===== config.mk =====
export PLATFORM = sky130hd
export DESIGN_NAME = q_updater
export DESIGN_NICKNAME = d
export VERILOG_FILES = /design/src/rtl/rl_pkg.sv /design/src/rtl/fxp_mul.sv /design/src/rtl/q_updater.sv
export SDC_FILE = /design/constraint.sdc
export NUM_CORES = 2
export LEC_CHECK = 0
export ABC_CLOCK_PERIOD_IN_PS = 18050
export CORE_MARGIN = 2
export CORE_UTILIZATION = 35
export CTS_BUF_LIST = sky130_fd_sc_hd__clkbuf_4 sky130_fd_sc_hd__clkbuf_8
export CTS_CLUSTER_DIAMETER = 60
export DETAILED_ROUTE_END_ITERATION = 16
export DONT_BUFFER_PORTS = 1
export GPL_TIMING_DRIVEN = 0
export PLACE_DENSITY = 0.54
export SYNTH_ARGS = -nofsm -noshare
export SYNTH_HDL_FRONTEND = slang
export SYNTH_SLANG_ARGS = --single-unit

===== constraint.sdc =====
create_clock -name clk -period 18.05 [get_ports clk]
set_input_delay 1.805 -clock clk [delete_from_list [all_inputs] [get_ports clk]]
set_output_delay 1.805 -clock clk [all_outputs]
set_load 0.02 [all_outputs]

===== src/rtl/rl_pkg.sv =====
// Shared types and constants for the Q-learning update engine.
// Q8.8 fixed point, four actions per row, update FSM states.
package rl_pkg;

   localparam int NUM_ACTIONS = 4;
   localparam int FRAC_W      = 8;
   localparam int Q_W         = 16;
   localparam int PROD_W      = 32;

   typedef logic signed [Q_W-1:0] q88_t;

   localparam logic signed [PROD_W-1:0] SAT_MAX = 32'sh0000_7FFF;
   localparam logic signed [PROD_W-1:0] SAT_MIN = 32'shFFFF_8000;

   typedef enum logic [2:0] {
      S_IDLE  = 3'd0,
      S_FETCH = 3'd1,
      S_MAX   = 3'd2,
      S_CALC  = 3'd3,
      S_WRITE = 3'd4,
      S_DONE  = 3'd5
   } upd_state_e;

endpackage


===== src/rtl/fxp_mul.sv =====
// Signed Q8.8 times unsigned Q8.8, full product arithmetic-shifted
// right by FRAC_W (floor) and truncated to P_W bits.
module fxp_mul
   import rl_pkg::*;
#(
   parameter int A_W = 16,
   parameter int B_W = 16,
   parameter int P_W = 32
) (
   input  logic signed [A_W-1:0] a,
   input  logic        [B_W-1:0] b,
   output logic signed [P_W-1:0] p
);

   logic signed [A_W+B_W:0] full;

   // Zero-extend b so the multiply stays signed throughout
   always_comb begin
      full = a * $signed({1'b0, b});
      p    = P_W'(full >>> FRAC_W);
   end

endmodule


===== src/rtl/q_updater.sv =====
// Q-table storage with a multi-cycle temporal-difference update engine.
// Define Q_UPDATER_SAT_EN to saturate results instead of wrapping.
module q_updater
   import rl_pkg::*;
#(
   parameter  int N_STATES = 16,
   parameter  int DATA_W   = 16,
   localparam int IDX_W    = $clog2(N_STATES),
   localparam int ROW_W    = NUM_ACTIONS * DATA_W
) (
   input  logic                   clk,
   input  logic                   rst,
   input  logic                   upd_valid,
   output logic                   upd_ready,
   input  logic [IDX_W-1:0]       cur_state,
   input  logic [NUM_ACTIONS-1:0] action,
   input  logic [DATA_W-1:0]      reward,
   input  logic [IDX_W-1:0]       next_state,
   input  logic [DATA_W-1:0]      alpha,
   input  logic [DATA_W-1:0]      gamma,
   input  logic [IDX_W-1:0]       rd_state,
   output logic [ROW_W-1:0]       rd_q_values,
   output logic                   done,
   output logic                   err
);

   upd_state_e state_q;

   logic [IDX_W-1:0]       s_q, sp_q;
   logic [NUM_ACTIONS-1:0] a_q;
   logic signed [DATA_W-1:0] r_q;
   logic [DATA_W-1:0]      alpha_q, gamma_q;
   logic [ROW_W-1:0]       row_s_q, row_n_q;
   logic signed [DATA_W-1:0] max_q;
   logic [DATA_W-1:0]      wr_q;
   logic                   done_q, err_q;

   logic [ROW_W-1:0]       tbl_q [N_STATES];
   logic [ROW_W-1:0]       rd_q;

   logic                     onehot;
   logic signed [DATA_W-1:0] q_old;
   logic signed [DATA_W-1:0] max_d;
   logic signed [PROD_W-1:0] gprod, diff, aprod, res;
   logic [DATA_W-1:0]        wr_d;
   logic [ROW_W-1:0]         new_row;

   assign upd_ready   = (state_q == S_IDLE);
   assign done        = done_q;
   assign err         = err_q;
   assign rd_q_values = rd_q;

   // Action decode, old value pick and signed max over the s' row
   always_comb begin
      onehot = (a_q != '0) && ((a_q & (a_q - 1'b1)) == '0);
      q_old  = '0;
      for (int i = 0; i < NUM_ACTIONS; i++) begin
         if (a_q[i]) q_old = $signed(row_s_q[i*DATA_W +: DATA_W]);
      end
      max_d = $signed(row_n_q[DATA_W-1:0]);
      for (int i = 1; i < NUM_ACTIONS; i++) begin
         if ($signed(row_n_q[i*DATA_W +: DATA_W]) > max_d)
            max_d = $signed(row_n_q[i*DATA_W +: DATA_W]);
      end
   end

   fxp_mul #(.A_W(DATA_W), .B_W(DATA_W), .P_W(PROD_W)) u_mul_gamma (
      .a (max_q),
      .b (gamma_q),
      .p (gprod)
   );

   fxp_mul #(.A_W(PROD_W), .B_W(DATA_W), .P_W(PROD_W)) u_mul_alpha (
      .a (diff),
      .b (alpha_q),
      .p (aprod)
   );

   // TD error and new value, all at 32 bits, then narrowed for the table
   always_comb begin
      diff = PROD_W'(r_q) + gprod - PROD_W'(q_old);
      res  = PROD_W'(q_old) + aprod;
`ifdef Q_UPDATER_SAT_EN
      if (res > SAT_MAX)      wr_d = DATA_W'(SAT_MAX);
      else if (res < SAT_MIN) wr_d = DATA_W'(SAT_MIN);
      else                    wr_d = DATA_W'(res);
`else
      wr_d = DATA_W'(res);
`endif
   end

   // Merge the new value into the selected lane of the snapshot row
   always_comb begin
      new_row = row_s_q;
      for (int i = 0; i < NUM_ACTIONS; i++) begin
         if (a_q[i]) new_row[i*DATA_W +: DATA_W] = wr_q;
      end
   end

   // Update FSM: capture, fetch, max, calc, write, done
   always_ff @(posedge clk) begin
      if (rst) begin
         state_q <= S_IDLE;
         s_q     <= '0;
         sp_q    <= '0;
         a_q     <= '0;
         r_q     <= '0;
         alpha_q <= '0;
         gamma_q <= '0;
         row_s_q <= '0;
         row_n_q <= '0;
         max_q   <= '0;
         wr_q    <= '0;
         done_q  <= 1'b0;
         err_q   <= 1'b0;
      end else begin
         done_q <= 1'b0;
         err_q  <= 1'b0;
         unique case (state_q)
            S_IDLE: begin
               if (upd_valid) begin
                  s_q     <= cur_state;
                  sp_q    <= next_state;
                  a_q     <= action;
                  r_q     <= $signed(reward);
                  alpha_q <= alpha;
                  gamma_q <= gamma;
                  state_q <= S_FETCH;
               end
            end
            S_FETCH: begin
               row_s_q <= tbl_q[s_q];
               row_n_q <= tbl_q[sp_q];
               state_q <= S_MAX;
            end
            S_MAX: begin
               max_q   <= max_d;
               state_q <= S_CALC;
            end
            S_CALC: begin
               wr_q    <= wr_d;
               state_q <= S_WRITE;
            end
            S_WRITE: begin
               done_q  <= 1'b1;
               err_q   <= ~onehot;
               state_q <= S_DONE;
            end
            S_DONE: begin
               state_q <= S_IDLE;
            end
            default: begin
               state_q <= S_IDLE;
            end
         endcase
      end
   end

   // Table storage and registered read port (old data on same-cycle write)
   always_ff @(posedge clk) begin
      if (rst) begin
         for (int i = 0; i < N_STATES; i++) tbl_q[i] <= '0;
         rd_q <= '0;
      end else begin
         rd_q <= tbl_q[rd_state];
         if (state_q == S_WRITE && onehot) tbl_q[s_q] <= new_row;
      end
   end

endmodule


==> qor.tcl <==
set qor(yosysWarnings) 0
set qor(total_routed_length_um) 339000
set qor(timing.setup.critical_path_class) {reg -> reg}
set qor(ios) 134
set qor(drt_iter0_drc) 8329
set qor(drive_above_1_share_pct) 19.3
set qor(synth_cell_type_count) 67
set qor(post-dp-hpwl_um) 246000
set qor(setup_viol_count_final) 0
set qor(grt_max_degree) 46
set qor(maxCapViolCount) 5
set qor(power.density_mw_per_mm2) 151
set qor(share_of_the_synthesized_area_in_compound_gates_ao_oa_aoi_oai_pct) 3.62
set qor(fin_worst_skew_ps) 127
set qor(commonest_register_cell_after_synthesis) {sky130_fd_sc_hd__edfxtp_1}
set qor(worst_path_max_fanout) 10
set qor(critical_path.startpoint) {max_q[7]}
set qor(place_congestion) 0.977
set qor(cp.arrival_ps) 17900
set qor(postSynthRegisterBits) 1313
set qor(die_area_sq_mm) 0.257
set qor(worstSetupStartpointType) {register}
set qor(initial_utilization_pct) 35.2
set qor(number_of_fill_cells) 24100
set qor(gr-usage-all-layers_pct) 26.2
set qor(synthSimpleGateAreaFrac_pct) 11.0
set qor(ys_seq_area_share_pct) 41.2
set qor(nNetsFinal) 8054
set qor(fin_hold_ws_ps) 459
set qor(grt-ovfl-total) 0
set qor(setup-tns-final_ps) 0
set qor(cp_slowest_cell) {sky130_fd_sc_hd__a2111oi_0}
set qor(leakage_uw) 0.0345
set qor(worst_slew_margin_rel_pct) -12.9
set qor(cts_root_buf) {sky130_fd_sc_hd__clkbuf_8}
set qor(rrSetupSlack_ps) 1110
set qor(htree_levels) 4
set qor(cts_resized) 0
set qor(post_synth_mux_area_share_pct) 25.3
set qor(critical_path.reg2reg.endpoint) {wr_q[15]}
set qor(placed_area_sq_mm) 0.0936
set qor(crit_path_max_incr_delay_ps) 1060
set qor(dp_worst_setup_slack_ps) 1180
set qor(route.vias.total) 64300
set qor(tritoncts) {done}
set qor(drtPass1Iterations) 10
set qor(outcome) {finished with violations}
set qor(worst-endpoint-required_ps) 19010
set qor(postLayoutCoreUtil_pct) 39.2
set qor(core_area_sq_mm) 0.252
set qor(failed_checks) {capacitance limit, slew limit}
set qor(area_delta_synth_final_pct) 11.2
set qor(min-delay-start) {row_n_q[48]}
set qor(r2r_cells) 53
set qor(synth_xor_area_share_pct) 1.01
set qor(buffer_ports.inserted) 0
set qor(synth-edff-count) 1024
set qor(hold_path_class) {reg -> reg}
set qor(rsz0062_at_grt) {false}
set qor(finalCritPeriodShare_pct) 93.8
set qor(grt_pass1_vias) 65000
set qor(clock_latency_ps) 1070
set qor(clk_pin_slew_ps) 70
set qor(timing.final.ws_setup_ps) 1110
set qor(clock_tree.buffer_depth) 3
set qor(first_pass_grt_wire_length_um) 478000
set qor(ir_worst_vdd_v) 0.000247
set qor(syn_area_cell_sq_um) 12.5
set qor(final-max-slew-violation-count) 55
set qor(netlist_instances) 7061
set qor(cts-hold-fix-buffers) 0
set qor(cts_setup_buffers) 0
set qor(detail_route.drc_violations) 0
set qor(timing.critical_path.to_type) {register}
set qor(rows) 184
set qor(route.antenna.remaining_nets) 0
set qor(synthArstFlopShare_pct) 0
set qor(cts-buffers-inserted) 223
set qor(timing_hold_violations_final) 0
set qor(holdPathEnd) {row_n_q[48]}
set qor(syn-cell-area_sq_mm) 0.0886
set qor(clkSinkCount) 1313
set qor(timing.hold.worst_path_depth) 2
set qor(synthesis.nets) 7801
set qor(slew_of_the_pin_with_the_lowest_slew_margin_ps) 1690
set qor(post_synthesis_adder_cell_area_fraction_pct) 13.0
set qor(max_clock_freq_mhz) 59.0
set qor(floorplan.die.height_um) 507
set qor(r2r_start) {max_q[7]}
set qor(cp_common_cell) {sky130_fd_sc_hd__fa_1}
set qor(synth_top_family_by_area) {multiplexers}
set qor(final_area_sq_mm) 0.0985
set qor(post_drt_wl_per_cell_um) 31.1
set qor(grt_antenna_before_repair) 24
set qor(finalCriticalPeriod_ps) 16940
set qor(die_w_um) 507
set qor(vias_per_cell) 5.91
## how the worst max path moves through the flow
stage	slack, ps	to
detailed placement	1180	wr_q[15]
CTS	1070	wr_q[15]
floorplan	4120	wr_q[15]
global route	210	wr_q[15]
finish	1110	wr_q[15]
global placement	1450	wr_q[15]
## registers in the layout, summed over array words and instances, names as in the netlist
register / cells
tbl_q: 1024
rd_q_values: 64
row_n_q: 64
row_s_q: 64
alpha_q: 16
gamma_q: 16
max_q: 16
r_q: 16
wr_q: 16
a_q: 4
s_q: 4
sp_q: 4
state_q: 3
done: 1
err: 1
## cell type report
type                       count  area (sq um)  area share (%)
buffer                       578          2220            2.25
multi-input combinational   4612         47900            48.6
clock inverter                66           654           0.664
tap                         3348          4190            4.25
clock buffer                 350          4190            4.25
inverter                     558          2090            2.13
sequential                  1313         36500            37.1
timing repair buffer          28           669           0.679
antenna                       26          65.1          0.0660
## kinds of logic after synthesis
logic type	Yosys count
AO/OA/AOI/OAI	527
XOR/XNOR	93
AND/OR/NAND/NOR	2276
multiplexers	1043
adder cells (fa/ha/maj)	673
buffers and inverters	1136
flip-flops	1313
## per-layer routing
metal	share of wire (%)	track usage, %
met3	11	6.79
met2	46	41.0
met4	5.4	12.6
met5	0.0077	0
met1	38	33.9
## through the flow
step,power [uW],cells
after floorplan,9040,7061
after global placement,11800,10400
after detailed placement,11800,10400
after CTS,14800,10800
after global routing,15900,10900
final,14800,10900
## cells in the mapped netlist, types with 146 or more instances
library cell               number  area share, %
sky130_fd_sc_hd__nand2_1      639            2.7
sky130_fd_sc_hd__buf_1        146           0.62
sky130_fd_sc_hd__ha_1         266            3.8
sky130_fd_sc_hd__fa_1         407            9.2
sky130_fd_sc_hd__and2_1       294            2.1
sky130_fd_sc_hd__edfxtp_1    1024             35
sky130_fd_sc_hd__nor2_1      1144            4.8
sky130_fd_sc_hd__inv_1        558            2.4
sky130_fd_sc_hd__dfxtp_1      289            6.5
sky130_fd_sc_hd__mux4_2       960             24
sky130_fd_sc_hd__clkbuf_1     430            1.8
sky130_fd_sc_hd__a21oi_1      297            1.7
## worst max-delay path, delay by kind of cell (launching register included)
family	cells	cell delay, ps
buffers and inverters	12	1710
DFF	1	610
and+or+nand+nor	7	1290
xor gates and xnor gates	4	1700
AOI/OAI and AO/OA	13	3690
adders and majority gates	17	7790
## cells in the final DEF (no fill, tap or decap), types with 6 or more instances in the layout
| master | Yosys | final |
|---|---|---|
| sky130_fd_sc_hd__nand2_1 | 639 | 639 |
| sky130_fd_sc_hd__dfxtp_1 | 289 | 289 |
| sky130_fd_sc_hd__nand2b_4 | 0 | 16 |
| sky130_fd_sc_hd__clkbuf_8 | 0 | 250 |
| sky130_fd_sc_hd__buf_2 | 2 | 8 |
| sky130_fd_sc_hd__o21a_1 | 26 | 26 |
| sky130_fd_sc_hd__nor2b_1 | 86 | 86 |
| sky130_fd_sc_hd__clkinv_2 | 0 | 27 |
| sky130_fd_sc_hd__and3_1 | 8 | 8 |
| sky130_fd_sc_hd__clkbuf_4 | 0 | 100 |
| sky130_fd_sc_hd__a21oi_1 | 297 | 296 |
| sky130_fd_sc_hd__and2_1 | 294 | 294 |
| sky130_fd_sc_hd__a221oi_1 | 19 | 19 |
| sky130_fd_sc_hd__xnor2_1 | 72 | 72 |
| sky130_fd_sc_hd__nand3_1 | 12 | 12 |
| sky130_fd_sc_hd__diode_2 | 0 | 26 |
| sky130_fd_sc_hd__mux4_2 | 960 | 960 |
| sky130_fd_sc_hd__fa_1 | 407 | 407 |
| sky130_fd_sc_hd__buf_16 | 0 | 19 |
| sky130_fd_sc_hd__mux2i_1 | 82 | 82 |
| sky130_fd_sc_hd__nor3_1 | 22 | 21 |
| sky130_fd_sc_hd__buf_1 | 146 | 137 |
| sky130_fd_sc_hd__a22oi_1 | 16 | 16 |
| sky130_fd_sc_hd__inv_1 | 558 | 558 |
| sky130_fd_sc_hd__clkinv_1 | 0 | 17 |
| sky130_fd_sc_hd__o21bai_1 | 31 | 31 |
| sky130_fd_sc_hd__xor2_1 | 15 | 15 |
| sky130_fd_sc_hd__nand2b_1 | 31 | 15 |
| sky130_fd_sc_hd__o21ai_0 | 37 | 37 |
| sky130_fd_sc_hd__ha_1 | 266 | 266 |
| sky130_fd_sc_hd__clkinv_16 | 0 | 6 |
| sky130_fd_sc_hd__a211oi_1 | 7 | 7 |
| sky130_fd_sc_hd__nor2_1 | 1144 | 1144 |
| sky130_fd_sc_hd__a21o_1 | 54 | 54 |
| sky130_fd_sc_hd__edfxtp_1 | 1024 | 1024 |
| sky130_fd_sc_hd__nand4_1 | 14 | 14 |
| sky130_fd_sc_hd__clkbuf_1 | 430 | 404 |
| sky130_fd_sc_hd__clkbuf_2 | 0 | 29 |
## power by group
group	internal (uW)	total, uW	switching [uW]	leakage (uW)
registers	3390	3630	237	0.0129
logic	3130	8260	5120	0.0190
clock network	1550	2950	1390	0.00258
Note: power is estimated with default switching activity, not from simulation.
